$ cat src/rtl/pe_pkg.sv
// Shared definitions for the PE operand feeder: default widths and the job FSM encoding.
package pe_pkg;

    localparam int DefDataInWidth  = 32;
    localparam int DefDataOutWidth = 64;
    localparam int DefCountWidth   = 8;

    typedef enum logic [1:0] {
        IDLE  = 2'd0,
        FEED  = 2'd1,
        DRAIN = 2'd2
    } feeder_state_e;

    function automatic logic allIdle(input logic a, input logic b, input logic c);
        return ~(a | b | c);
    endfunction

endpackage

$ cat src/rtl/out_reg_slice.sv
// One-entry valid/ready output register; a reload in the same cycle as a
// handshake keeps valid high so back-to-back transfers run at full rate.
module out_reg_slice #(
    parameter int Width = 32
) (
    input  logic             clk,
    input  logic             rst,
    input  logic             i_load,
    input  logic [Width-1:0] i_data,
    input  logic             i_rdy,
    output logic [Width-1:0] o_data,
    output logic             o_valid,
    output logic             o_free
);

    logic [Width-1:0] r_data;
    logic             r_valid;

    always_ff @(posedge clk) begin
        if (rst) begin
            r_data  <= '0;
            r_valid <= 1'b0;
        end else if (i_load) begin
            r_data  <= i_data;
            r_valid <= 1'b1;
        end else if (r_valid && i_rdy) begin
            r_valid <= 1'b0;
        end
    end

    assign o_data  = r_data;
    assign o_valid = r_valid;
    assign o_free  = ~r_valid | i_rdy;

endmodule

$ cat src/rtl/pe_feeder.sv
// Feeds weight/input/psum-seed operand triples to a PE for a Len-long job and
// forwards the PE's MAC results downstream, pulsing Done once all are collected.
module pe_feeder
    import pe_pkg::*;
#(
    parameter int DataInWidth  = DefDataInWidth,
    parameter int DataOutWidth = DefDataOutWidth,
    parameter int CountWidth   = DefCountWidth
) (
    input  logic                    clk,
    input  logic                    rst,
    input  logic                    Start,
    input  logic [CountWidth-1:0]   Len,
    input  logic [DataInWidth-1:0]  Bias,
    output logic                    Busy,
    output logic                    Done,
    input  logic [DataInWidth-1:0]  Src_W_Data,
    input  logic [DataInWidth-1:0]  Src_I_Data,
    input  logic                    Src_Valid,
    output logic                    Src_Rdy,
    output logic [DataInWidth-1:0]  W_DataOut,
    output logic                    W_DataOutValid,
    input  logic                    W_DataOutRdy,
    output logic [DataInWidth-1:0]  I_DataOut,
    output logic                    I_DataOutValid,
    input  logic                    I_DataOutRdy,
    output logic [DataInWidth-1:0]  O_DataOut,
    output logic                    O_DataOutValid,
    input  logic                    O_DataOutRdy,
    input  logic [DataOutWidth-1:0] R_DataIn,
    input  logic                    R_DataInValid,
    output logic                    R_DataInRdy,
    output logic [DataOutWidth-1:0] Res_Data,
    output logic                    Res_Valid,
    input  logic                    Res_Rdy
);

    feeder_state_e r_state;
    feeder_state_e w_nextState;

    logic [CountWidth-1:0]  r_len;
    logic [DataInWidth-1:0] r_bias;
    logic [CountWidth-1:0]  r_sentCnt;
    logic [CountWidth-1:0]  r_recvCnt;
    logic                   r_done;

    logic w_busy;
    logic w_startJob;
    logic w_doneNext;
    logic w_wFree;
    logic w_iFree;
    logic w_oFree;
    logic w_resFree;
    logic w_srcRdy;
    logic w_srcFire;
    logic w_resRdy;
    logic w_resFire;

    assign w_busy    = (r_state != IDLE);
    // A new triple may only enter when every lane can take it, so the lanes stay in lockstep.
    assign w_srcRdy  = (r_state == FEED) && (r_sentCnt < r_len) && w_wFree && w_iFree && w_oFree;
    assign w_srcFire = Src_Valid & w_srcRdy;
    assign w_resRdy  = w_busy & w_resFree;
    assign w_resFire = R_DataInValid & w_resRdy;

    always_ff @(posedge clk) begin
        if (rst) begin
            r_state <= IDLE;
        end else begin
            r_state <= w_nextState;
        end
    end

    always_comb begin
        w_nextState = r_state;
        w_startJob  = 1'b0;
        w_doneNext  = 1'b0;
        case (r_state)
            IDLE: begin
                if (Start) begin
                    if (Len != '0) begin
                        w_startJob  = 1'b1;
                        w_nextState = FEED;
                    end else begin
                        w_doneNext = 1'b1;
                    end
                end
            end
            FEED: begin
                if ((r_sentCnt == r_len) && allIdle(W_DataOutValid, I_DataOutValid, O_DataOutValid)) begin
                    w_nextState = DRAIN;
                end
            end
            DRAIN: begin
                if (r_recvCnt == r_len) begin
                    w_nextState = IDLE;
                    w_doneNext  = 1'b1;
                end
            end
            default: begin
                w_nextState = IDLE;
            end
        endcase
    end

    // The receive counter saturates in case the PE returns more results than were fed.
    always_ff @(posedge clk) begin
        if (rst) begin
            r_len     <= '0;
            r_bias    <= '0;
            r_sentCnt <= '0;
            r_recvCnt <= '0;
            r_done    <= 1'b0;
        end else begin
            r_done <= w_doneNext;
            if (w_startJob) begin
                r_len     <= Len;
                r_bias    <= Bias;
                r_sentCnt <= '0;
                r_recvCnt <= '0;
            end else begin
                if (w_srcFire) begin
                    r_sentCnt <= r_sentCnt + CountWidth'(1);
                end
                if (w_resFire && (r_recvCnt != {CountWidth{1'b1}})) begin
                    r_recvCnt <= r_recvCnt + CountWidth'(1);
                end
            end
        end
    end

    out_reg_slice #(.Width(DataInWidth)) u_wSlice (
        .clk     (clk),
        .rst     (rst),
        .i_load  (w_srcFire),
        .i_data  (Src_W_Data),
        .i_rdy   (W_DataOutRdy),
        .o_data  (W_DataOut),
        .o_valid (W_DataOutValid),
        .o_free  (w_wFree)
    );

    out_reg_slice #(.Width(DataInWidth)) u_iSlice (
        .clk     (clk),
        .rst     (rst),
        .i_load  (w_srcFire),
        .i_data  (Src_I_Data),
        .i_rdy   (I_DataOutRdy),
        .o_data  (I_DataOut),
        .o_valid (I_DataOutValid),
        .o_free  (w_iFree)
    );

    out_reg_slice #(.Width(DataInWidth)) u_oSlice (
        .clk     (clk),
        .rst     (rst),
        .i_load  (w_srcFire),
        .i_data  (r_bias),
        .i_rdy   (O_DataOutRdy),
        .o_data  (O_DataOut),
        .o_valid (O_DataOutValid),
        .o_free  (w_oFree)
    );

    out_reg_slice #(.Width(DataOutWidth)) u_resSlice (
        .clk     (clk),
        .rst     (rst),
        .i_load  (w_resFire),
        .i_data  (R_DataIn),
        .i_rdy   (Res_Rdy),
        .o_data  (Res_Data),
        .o_valid (Res_Valid),
        .o_free  (w_resFree)
    );

    assign Busy        = w_busy;
    assign Done        = r_done;
    assign Src_Rdy     = w_srcRdy;
    assign R_DataInRdy = w_resRdy;

endmodule

$ cat config.mk
export PLATFORM = sky130hd
export DESIGN_NAME = pe_feeder
export DESIGN_NICKNAME = d
export VERILOG_FILES = /design/src/rtl/pe_pkg.sv /design/src/rtl/out_reg_slice.sv /design/src/rtl/pe_feeder.sv
export SDC_FILE = /design/constraint.sdc
export NUM_CORES = 1
export LEC_CHECK = 0
export BUFFER_PORTS_ARGS = -buffer_cell sky130_fd_sc_hd__buf_2
export CORE_ASPECT_RATIO = 0.9
export CORE_MARGIN = 4
export CORE_UTILIZATION = 48
export CTS_CLUSTER_SIZE = 8
export DETAILED_ROUTE_END_ITERATION = 8
export GPL_TIMING_DRIVEN = 1
export PLACE_DENSITY = 0.77
export SKIP_LAST_GASP = 1
export SLEW_MARGIN = 20
export SYNTH_ARGS = -nofsm -noshare
export SYNTH_HDL_FRONTEND = slang
export SYNTH_HIERARCHICAL = 1
export SYNTH_SLANG_ARGS = --single-unit
$ cat constraint.sdc
create_clock -name clk -period 3.4 [get_ports clk]
set_clock_uncertainty 0.1 [all_clocks]
set_input_delay 0.34 -clock clk [delete_from_list [all_inputs] [get_ports clk]]
set_output_delay 0.34 -clock clk [all_outputs]
set_load 0.05 [all_outputs]
---- Word level (Yosys, flattened, before mapping) ----
Cells that the tools add are included.
word-level totals
  memories ................................ 0
  bits in writable memories ............... 0
  bits in latches ......................... 0
  output and inout bits ................... 168
  bits in registers ....................... 223
  memory bits (read-only) ................. 0
operators by class
  div/mod/pow operators ................... 0
  shifts and indexed selects .............. 0
  multipliers ............................. 0
  add/subtract/negate cells ............... 2
  multiplexer cells ....................... 20
  reduce and logical (&&, ||, !) cells .... 19
  equal/unequal tests ..................... 9
  $lt $le $gt $ge ......................... 1
  bitwise operators ....................... 14
operator list
  operator             count
  $add 8x1->8 const B  2
  $eq 8x8->1           2
  $mux 1               14
  $logic_and 1x1->1    10
  $reduce_bool 2->1    5
  $lt 8x8->1           1
  $mux 2               4
  $ne 8x8->1 const B   1
  $reduce_bool 8->1    1
  $ne 2x2->1 const B   3
  $or 1x1->1           6
  $pmux 2 s3           1
  $not 1->1            5
  $reduce_and 4->1     1
  $and 1x1->1          3
  $eq 2x1->1 const B   1
  $eq 2x2->1 const B   1
  $logic_not 2->1      1
  $ne 2x1->1 const B   1
  $pmux 1 s2           1
  $reduce_or 2->1      1

---- Depth between registers and ports, before layout ----
Gate-level depths: netlist of run 1.
  word-level depth ........................ 7
  gate-level depth with buffers ........... 11
  mapped depth without buffers ............ 8

---- By module ----
The synthesis of run 1 kept the hierarchy.
by module, submodules not included
  module                        cells an instance  times used  area each (sq um)
  out_reg_slice (u_iSlice ...)  108                3           1204.9
  pe_feeder                     327                1           2638.8
  out_reg_slice (u_resSlice)    210                1           2344.7

---- Worst setup path before layout of run 1 ----
No wires, ideal clock.
  path type ............................... reg-to-reg
  start point ............................. reg r_len[5]
  end point ............................... reg u_iSlice.r_data[10], in the netlist u_iSlice/o_data[10]
  data arrival time ....................... 2.196 ns
  data required time ...................... 3.172 ns
  setup time .............................. 0.128 ns
  path buffers ............................ 2
  cell stages (with the launch flop) ...... 11
  setup slack ............................. 0.976 ns
  cells stage by stage .................... dfxtp_1 > inv_1 > ha_1 > a21oi_1 > o2111ai_4 > or2_2 > nor2_1 > buf_6 > buf_12 > mux2i_1 > nor2_1
on the way
  longest elaborated chain between the ends .. 6
ends and longest elaborated chain
  element                         RTL line             text
  start: declaration              pe_feeder.sv:41      logic [CountWidth-1:0] r_len;
  start signal: assignment        pe_feeder.sv:117     r_len <= Len;
  $lt 8x8->1                      pe_feeder.sv:61      assign w_srcRdy = (r_state == FEED) && (r_sentCnt < r_len) && w_wFree && w_iFree && w_oFree;
  $logic_and 1x1->1 (4 in a row)  pe_feeder.sv:61
  $and 1x1->1                     pe_feeder.sv:62      assign w_srcFire = Src_Valid & w_srcRdy;
  net w_srcFire                   pe_feeder.sv:55      logic w_srcFire;
  end signal: assignment          out_reg_slice.sv:24  r_data <= i_data;
  end: declaration                out_reg_slice.sv:16  logic [Width-1:0] r_data;
The timed path passes the listed nets, and every way through them passes these cells.
A chain may end at the register's enable or synchronous reset.

---- Final worst setup path of run 1 ----
  start point ............................. reg r_len[1]
  end point ............................... out Src_Rdy
on the way
  longest elaborated chain between the ends .. 5
ends and longest elaborated chain
  element                         RTL line         text
  $lt 8x8->1                      pe_feeder.sv:61
  $logic_and 1x1->1 (4 in a row)  pe_feeder.sv:61
  end: declaration                pe_feeder.sv:20  output logic Src_Rdy,
No other way between the ends.

==> results_dict.tcl, run 1 <==
set metrics [dict create \
    status "completed" \
    worst_hold_path_type "primary input to register" \
    worst-path-max-fanout 8 \
    place.detailed.hpwl_um 15800 \
    yosysUniqueCellTypes 41 \
    worst_setup_path_start_kind "register" \
    remaining_drc_errors 0 \
    net-switching-power_mw 1.94 \
    leakage_dissipation_nw 5.65 \
    critical_path.top_delay_family "compound AO/OA/AOI/OAI gates" \
    clkLatencyLatePin_ns 0.53 \
    clock_tree.buffer_depth 3 \
    finalHoldViolations 0 \
    dr.pass1.iters 5 \
    clock_power_share_pct 38.3 \
    crit_type "register to primary output" \
    fp.dieH_um 135 \
    cts.root.buffer_cell "clkbuf_16" \
    regToRegStartpoint "r_len[7]$_SDFFE_PP0P_" \
    slowest_delay_ns 0.56 \
    p_int_mw 4.84 \
    number_of_buffers_created_by_cts 31 \
    hold_path_cell_cnt 3 \
    via_per_inst 4.99 \
    area_growth_pct 47.9 \
    worstRegToRegCells 9 \
    timing.critical_path.buf_inv 2 \
    layout-drive-gt1-share_pct 29.0 \
    syn-mean-instance-area_um2 9.99 \
    hp-start "R_DataIn[46]" \
    post_route_setup_tns_ns 0 \
    dieWidth_um 149 \
    layout_min_cycle_time_ns 2.81 \
    std_cell_rows 46 \
    fp.coreArea_um2 17600 \
    achievable-frequency_mhz 355 \
    seqCellArea_um2 4460 \
    grt_first_pass_wirelength_um 41500 \
    report.final.slew_viol_count 0 \
    mostFrequentLayoutCells "buf_2, dfxtp_1, nor2_1" \
    syn_nets 1048 \
    tritoncts "done" \
    sequential_power_share_pct 42.0 \
    route.detailed.wl_per_inst_um 17.0 \
    p_per_area_nw_per_um2 533 \
    die-area_um2 20100 \
    footprint_of_the_multi_input_gates_um2 3600 \
    drt_first_iter_violations 337 \
    number_of_max_cap_violations 0 \
    setup.reg_to_reg.worst_slack_ns 0.59 \
    clkSinkCount 223 \
    routed_wirelength_um 27200 \
    post_synthesis_cell_count 861 \
    h-tree-depth 1 \
    slowest_stage "a21oi_1" \
    clk_pin_slew_ns 0.05 \
    final_min_period_over_clock_period_pct 82.8 \
    synth-seq-cells 223 \
    first_global_vias 8255 \
    combPwrFrac_pct 19.7 \
    fin_nets 1543 \
    finalInstanceArea_um2 12700 \
    placed_area_um2 10300 \
    grt_setup_unrepaired "false" \
    finalSetupViolations 0 \
    seq_area_frac_synth_pct 51.9 \
    port_buffers 344 \
    worst_hold_path.endpoint "u_resSlice/o_data[46]$_SDFFE_PP0P_" \
    synthDominantCellAreaShare_pct 51.9 \
    grt_antenna_before_repair 1 \
    synth_top_area_cell "dfxtp_1" \
    dominant_cells_by_area_after_synthesis "dfxtp_1, mux2i_1, nor2_1" \
    final.fill_count 1231 \
    cell_chain_critical_path "inv_1, ha_1, nor2b_1, o211ai_1, a21oi_1, nor2_1, buf_2" \
    cts-resized-gates 0 \
    worst_r2r_endpoint "u_iSlice/o_data[17]$_SDFFE_PP0P_" \
    mostFrequentLayoutCell "buf_2" \
    route.vias.total 7969 \
    post-route-worst-setup-slack_ns 0.585 \
    start_util_pct 48.8 \
    synth-warning-count 6 \
    groute.usage.overall_pct 25.3 \
    globalRoute.totalOverflow 0 \
    grt_max_degree 133 \
    gp_routability_congestion 0.804 \
    critical_path.endpoint_type "primary output" \
    synth.cell_area_um2 8600 \
    dpl_worst_slack_ns 0.641 \
    worst_ep_arrival_time_ns 2.37 \
    transition_time_at_the_pin_with_the_least_slew_margin_ns 0.734 \
    vdd_ir_drop_max_mv 0.364 \
    drt.antenna.violating_nets 0 \
    fraction_of_power_spent_switching_nets_pct 28.6 \
    critical_path_required_ns 2.96 \
    timing.max_slew.rel_slack_pct 51.0 \
    floorplan.io_pins 345 \
]
-- kinds of logic (layout without fill, tap and decap cells) --
family                     count (synthesis)  count (layout)  synth area share (%)
and+or+nand+nor                          309             309                  15.1
xor gates and xnor gates                  12              12                  1.22
adders and majority gates                 10              10                  1.46
buffers and inverters                     71             565                  6.42
muxes                                    162             162                  18.9
DFF                                      223             223                  51.9
AOI/OAI and AO/OA                         74              74                  5.02
other                                      0               1                     0
-- cell type report --
class	count	area share, %
clock buffers	32	6.13
repair buffers	517	27.6
diodes	1	0.0197
well taps	240	2.36
inverters	16	0.472
multi-input cells	567	28.3
flip-flops and latches	223	35.1
-- cells in the mapped netlist --
library cell / count
nor2b_1: 1
ha_1: 10
mux2i_1: 162
dfxtp_1: 223
nand3_1: 4
a211oi_1: 1
nor3_1: 3
xnor2_1: 3
nand2b_1: 4
nor4_1: 3
or3_1: 5
nor4_2: 2
buf_2: 13
and3_1: 2
o31ai_1: 6
buf_1: 4
nor2b_4: 1
nand4_1: 5
nor2_1: 171
nand2_1: 94
nand3b_1: 1
or2_2: 2
and4b_1: 2
or4_1: 6
or2b_1: 1
o211a_1: 1
or2_1: 1
o211ai_1: 1
buf_4: 1
o31ai_2: 1
buf_12: 14
inv_2: 1
a21oi_1: 59
a211oi_2: 1
and2_1: 1
xor2_1: 9
clkbuf_1: 18
o21ai_0: 3
inv_1: 15
o2111ai_4: 1
buf_6: 5
-- worst reg2reg max path, stage by stage, from the launching register on --
cell	delay, ns
dfxtp_1	0.35
inv_1	0.06
ha_1	0.24
and4b_1	0.39
o2111ai_4	0.24
or2_2	0.38
nor2_4	0.16
buf_12	0.35
mux2i_1	0.33
nor2_1	0.07
-- through the flow --
stage / hold slack [ns] / utilization [%] / cells / total power [mW]
after floorplan: 0.336 / - / 861 / 3.77
after global placement: 0.343 / 58.3 / 1397 / 4.02
after detailed placement: 0.347 / 58.3 / 1397 / 4.04
after CTS: 0.0000966 / 72.2 / 1595 / 6.79
after global routing: 0.0337 / 72.2 / 1596 / 7.02
final: 0.0162 / 72.2 / 1596 / 6.77
-- metal layers --
| layer | up-vias | wire (µm) | track usage (%) |
|---|---|---|---|
| li1 | 3842 | - | - |
| met5 | - | 0 | 0 |
| met3 | 77 | 2250 | 6.85 |
| met1 | 3691 | 10200 | 27.7 |
| met4 | 0 | 1100 | 10.5 |
| met2 | 359 | 13600 | 46.3 |
-- timing repair --
item | 4_1_cts | 5_1_grt
buffers inserted | 0 | 0
endpoints found under the hold margin | 166 | 0
hold buffers | 166 | 0
-- sequential cells by signal (all words and copies together), names as in the netlist --
| name | flops |
|---|---|
| u_resSlice/o_data | 64 |
| r_bias | 32 |
| u_iSlice/o_data | 32 |
| u_oSlice/o_data | 32 |
| u_wSlice/o_data | 32 |
| r_len | 8 |
| r_recvCnt | 8 |
| r_sentCnt | 8 |
| r_state | 2 |
| Done | 1 |
| u_iSlice/o_valid | 1 |
| u_oSlice/o_valid | 1 |
| u_resSlice/o_valid | 1 |
| u_wSlice/o_valid | 1 |
-- power by group through the flow --
stage	Clock [mW]	Combinational, mW	Sequential [mW]
6_report	2.59	1.34	2.85
5_1_grt	2.74	1.41	2.86
4_1_cts	2.64	1.31	2.84
3_5_place_dp	0	1.16	2.89
3_3_place_gp	0	1.14	2.88
2_1_floorplan	0	0.553	3.22
-- how the worst max path moves through the flow --
stage | startpoint | to | depth (start not counted)
floorplan | r_len[5]$_SDFFE_PP0P_ | u_iSlice/o_data[10]$_SDFFE_PP0P_ | 10
global placement | r_len[7]$_SDFFE_PP0P_ | u_iSlice/o_data[7]$_SDFFE_PP0P_ | 9
global route | r_len[1]$_SDFFE_PP0P_ | Src_Rdy | 7
detailed placement | r_len[7]$_SDFFE_PP0P_ | u_iSlice/o_data[25]$_SDFFE_PP0P_ | 9
CTS | r_len[1]$_SDFFE_PP0P_ | Src_Rdy | 7
finish | r_len[1]$_SDFFE_PP0P_ | Src_Rdy | 7
No activity file was read; power rests on OpenSTA's default activity.
==> inputs of run 2 (changes only) <==
ABC_AREA = 1   (was not set)
PLACE_DENSITY = 0.78   (was 0.77)
clock period = 2.7 ns   (was 3.4 ns; I/O delays follow)
==> results_dict.tcl, run 2 <==
set metrics [dict create \
    fp.coreArea_um2 17100 \
    yosysUniqueCellTypes 28 \
    cell_chain_critical_path "inv_1, ha_1, nand2_1, inv_1, nor2_1, nand2_1, nor2_4, nand3_1, inv_4, buf_4, o21ai_0, nor2_1" \
    synthDominantCellAreaShare_pct 52.5 \
    dr.pass1.iters 6 \
    gp_routability_congestion 0.896 \
    number_of_max_cap_violations 0 \
    seq_area_frac_synth_pct 52.5 \
    worst_ep_arrival_time_ns 2.91 \
    routed_wirelength_um 33200 \
    remaining_drc_errors 0 \
    status "completed" \
    p_int_mw 6.41 \
    timing.hold.ws_ns 0.0657 \
    final_min_period_over_clock_period_pct 94.6 \
    combPwrFrac_pct 27.2 \
    layout-drive-gt1-share_pct 25.7 \
    first_global_vias 9682 \
    timing.max_slew.rel_slack_pct 43.2 \
    clk_pin_slew_ns 0.05 \
    tritoncts "done" \
    postSynth.asyncResetShare_pct 0 \
    cts.root.buffer_cell "clkbuf_16" \
    fp.dieH_um 134 \
    dieWidth_um 148 \
    fin_nets 1794 \
    layout_min_cycle_time_ns 2.55 \
    drt_first_iter_violations 762 \
    report.final.slew_viol_count 0 \
    synth_most_common_cell "nor2_1" \
    slowest_stage "dfxtp_1" \
    grt_antenna_before_repair 2 \
    globalRoute.totalOverflow 0 \
    transition_time_at_the_pin_with_the_least_slew_margin_ns 0.851 \
    synth.cell_area_um2 8500 \
    area_growth_pct 49.8 \
    critical_path.endpoint_type "register" \
    leakage_dissipation_nw 6.40 \
    synthTopCellsByCount "nor2_1, dfxtp_1, o21ai_0" \
    h-tree-depth 1 \
    worst_hold_path_type "primary input to register" \
    fraction_of_power_spent_switching_nets_pct 35.7 \
    syn-mean-instance-area_um2 7.71 \
    grt_max_degree 66 \
    slowest_delay_ns 0.32 \
    dominant_cells_by_area_after_synthesis "dfxtp_1, nor2_1, o21ai_0" \
    worst-path-max-fanout 28 \
    sequential_power_share_pct 39.1 \
    grt_first_pass_wirelength_um 51000 \
    grt_setup_unrepaired "false" \
    port_buffers 344 \
    mostFrequentLayoutCells "nor2_1, buf_2, dfxtp_1" \
    critical_path_required_ns 3.06 \
    net-switching-power_mw 3.55 \
    start_util_pct 49.7 \
    post_cts_buffers 0 \
    via_per_inst 5.32 \
    synth-warning-count 6 \
    route.vias.total 9807 \
    route.detailed.wl_per_inst_um 18.0 \
    drt.antenna.violating_nets 0 \
    post_route_setup_tns_ns 0 \
    post_synthesis_cell_count 1103 \
    overall_power_consumption_mw 9.96 \
    largest_reg_flops 64 \
    finalSetupViolations 0 \
    synth_top_area_cell "dfxtp_1" \
    synth_ff_type "dfxtp_1" \
    die-area_um2 19900 \
    groute.usage.overall_pct 31.4 \
    synth-seq-cells 223 \
    mostFrequentLayoutCell "nor2_1" \
    std_cell_rows 45 \
    place.detailed.hpwl_um 17900 \
    crit_type "register to register" \
    clock_power_share_pct 33.7 \
    clkSinkCount 223 \
    synth_edf_count 0 \
    worst_setup_path_start_kind "register" \
    clock_tree.buffer_depth 3 \
    finalHoldViolations 0 \
    achievable-frequency_mhz 392 \
    floorplan.io_pins 345 \
    number_of_buffers_created_by_cts 31 \
    p_per_area_nw_per_um2 782 \
    vdd_ir_drop_max_mv 0.537 \
    syn_nets 1290 \
    clkLatencyLatePin_ns 0.54 \
]
[run 2: cell types whose count changed in the layout (fill, tap and decap cells not counted), sizes merged, moves of 19 or more]
cell   previous run  this run
a21oi            59        27
inv              16        56
mux2i           162         0
nand2            94        75
nor2            171       417
o21ai             3       207
[run 2: metrics by stage]
stage                     std cells  utilization [%]  setup slack (ns)  area, µm²
after floorplan                1103                -             0.546       8500
after global placement         1635             59.5             0.314      10200
after detailed placement       1635             59.5             0.272      10200
after CTS                      1842             74.4             0.155      12700
after global routing           1844             74.4           0.00943      12700
final                          1845             74.4             0.147      12700
[run 2: cell type report]
class | instances | area (µm²)
flip-flops and latches | 223 | 4460
fillers | 1125 | 4370
repair buffers | 530 | 3550
multi-input cells | 766 | 3410
clock buffers | 32 | 779
well taps | 235 | 294
inverters | 55 | 211
clock inverters | 1 | 20.0
diodes | 3 | 7.51
[run 2: repair_timing]
item	in CTS	in global routing
hold buffers	174	0
endpoints found under the hold margin	175	0
resized for setup	0	1
setup endpoints to repair	0	7
[run 2: path summary, 6_finish.rpt]
path | from | endpoint | slack, ns | cells after the start
worst min-delay path | rst | u_oSlice/o_valid$_SDFFE_PP0P_ | 0.07 | 2
worst max register to register | r_len[7]$_SDFFE_PP0P_ | u_oSlice/o_data[24]$_SDFFE_PP0P_ | 0.15 | 12
worst max-delay path | r_len[7]$_SDFFE_PP0P_ | u_oSlice/o_data[24]$_SDFFE_PP0P_ | 0.15 | 12
worst min register to register | r_bias[25]$_SDFFE_PP0P_ | u_oSlice/o_data[25]$_SDFFE_PP0P_ | 0.38 | 2
[run 2: cells by family (layout without fill, tap and decap cells)]
logic type | after synthesis | after routing | share of synthesized area [%]
AOI/OAI and AO/OA | 235 | 235 | 14.0
xor gates and xnor gates | 6 | 6 | 0.618
adders and majority gates | 10 | 10 | 1.47
buffers and inverters | 114 | 618 | 7.46
DFF | 223 | 223 | 52.5
other | 0 | 3 | 0
and+or+nand+nor | 515 | 515 | 23.9
[run 2: critical path: cells and delay by family (launching register included)]
family,cells,cell delay (ns)
compound gates,1,0.20
simple gates,6,0.85
fa+ha+maj,1,0.31
buf+inv,4,0.66
flops,1,0.32
[run 2: power by group through the flow]
stage               combinational (mW)  clock, mW  sequential, mW
finish                            2.71       3.35            3.89
global route                      2.87       3.51            3.93
CTS                               2.61       3.38            3.86
detailed placement                2.40          0            3.92
global placement                  2.38          0            3.92
floorplan                        0.816          0            4.89
[run 2: routing by layer]
metal | up-vias | routed length, µm | global-route usage (%)
met3 | 179 | 3320 | 8.72
met5 | - | 0 | 0
met4 | 0 | 2180 | 18.6
li1 | 4514 | - | -
met1 | 4415 | 12200 | 36.3
met2 | 699 | 15400 | 52.1
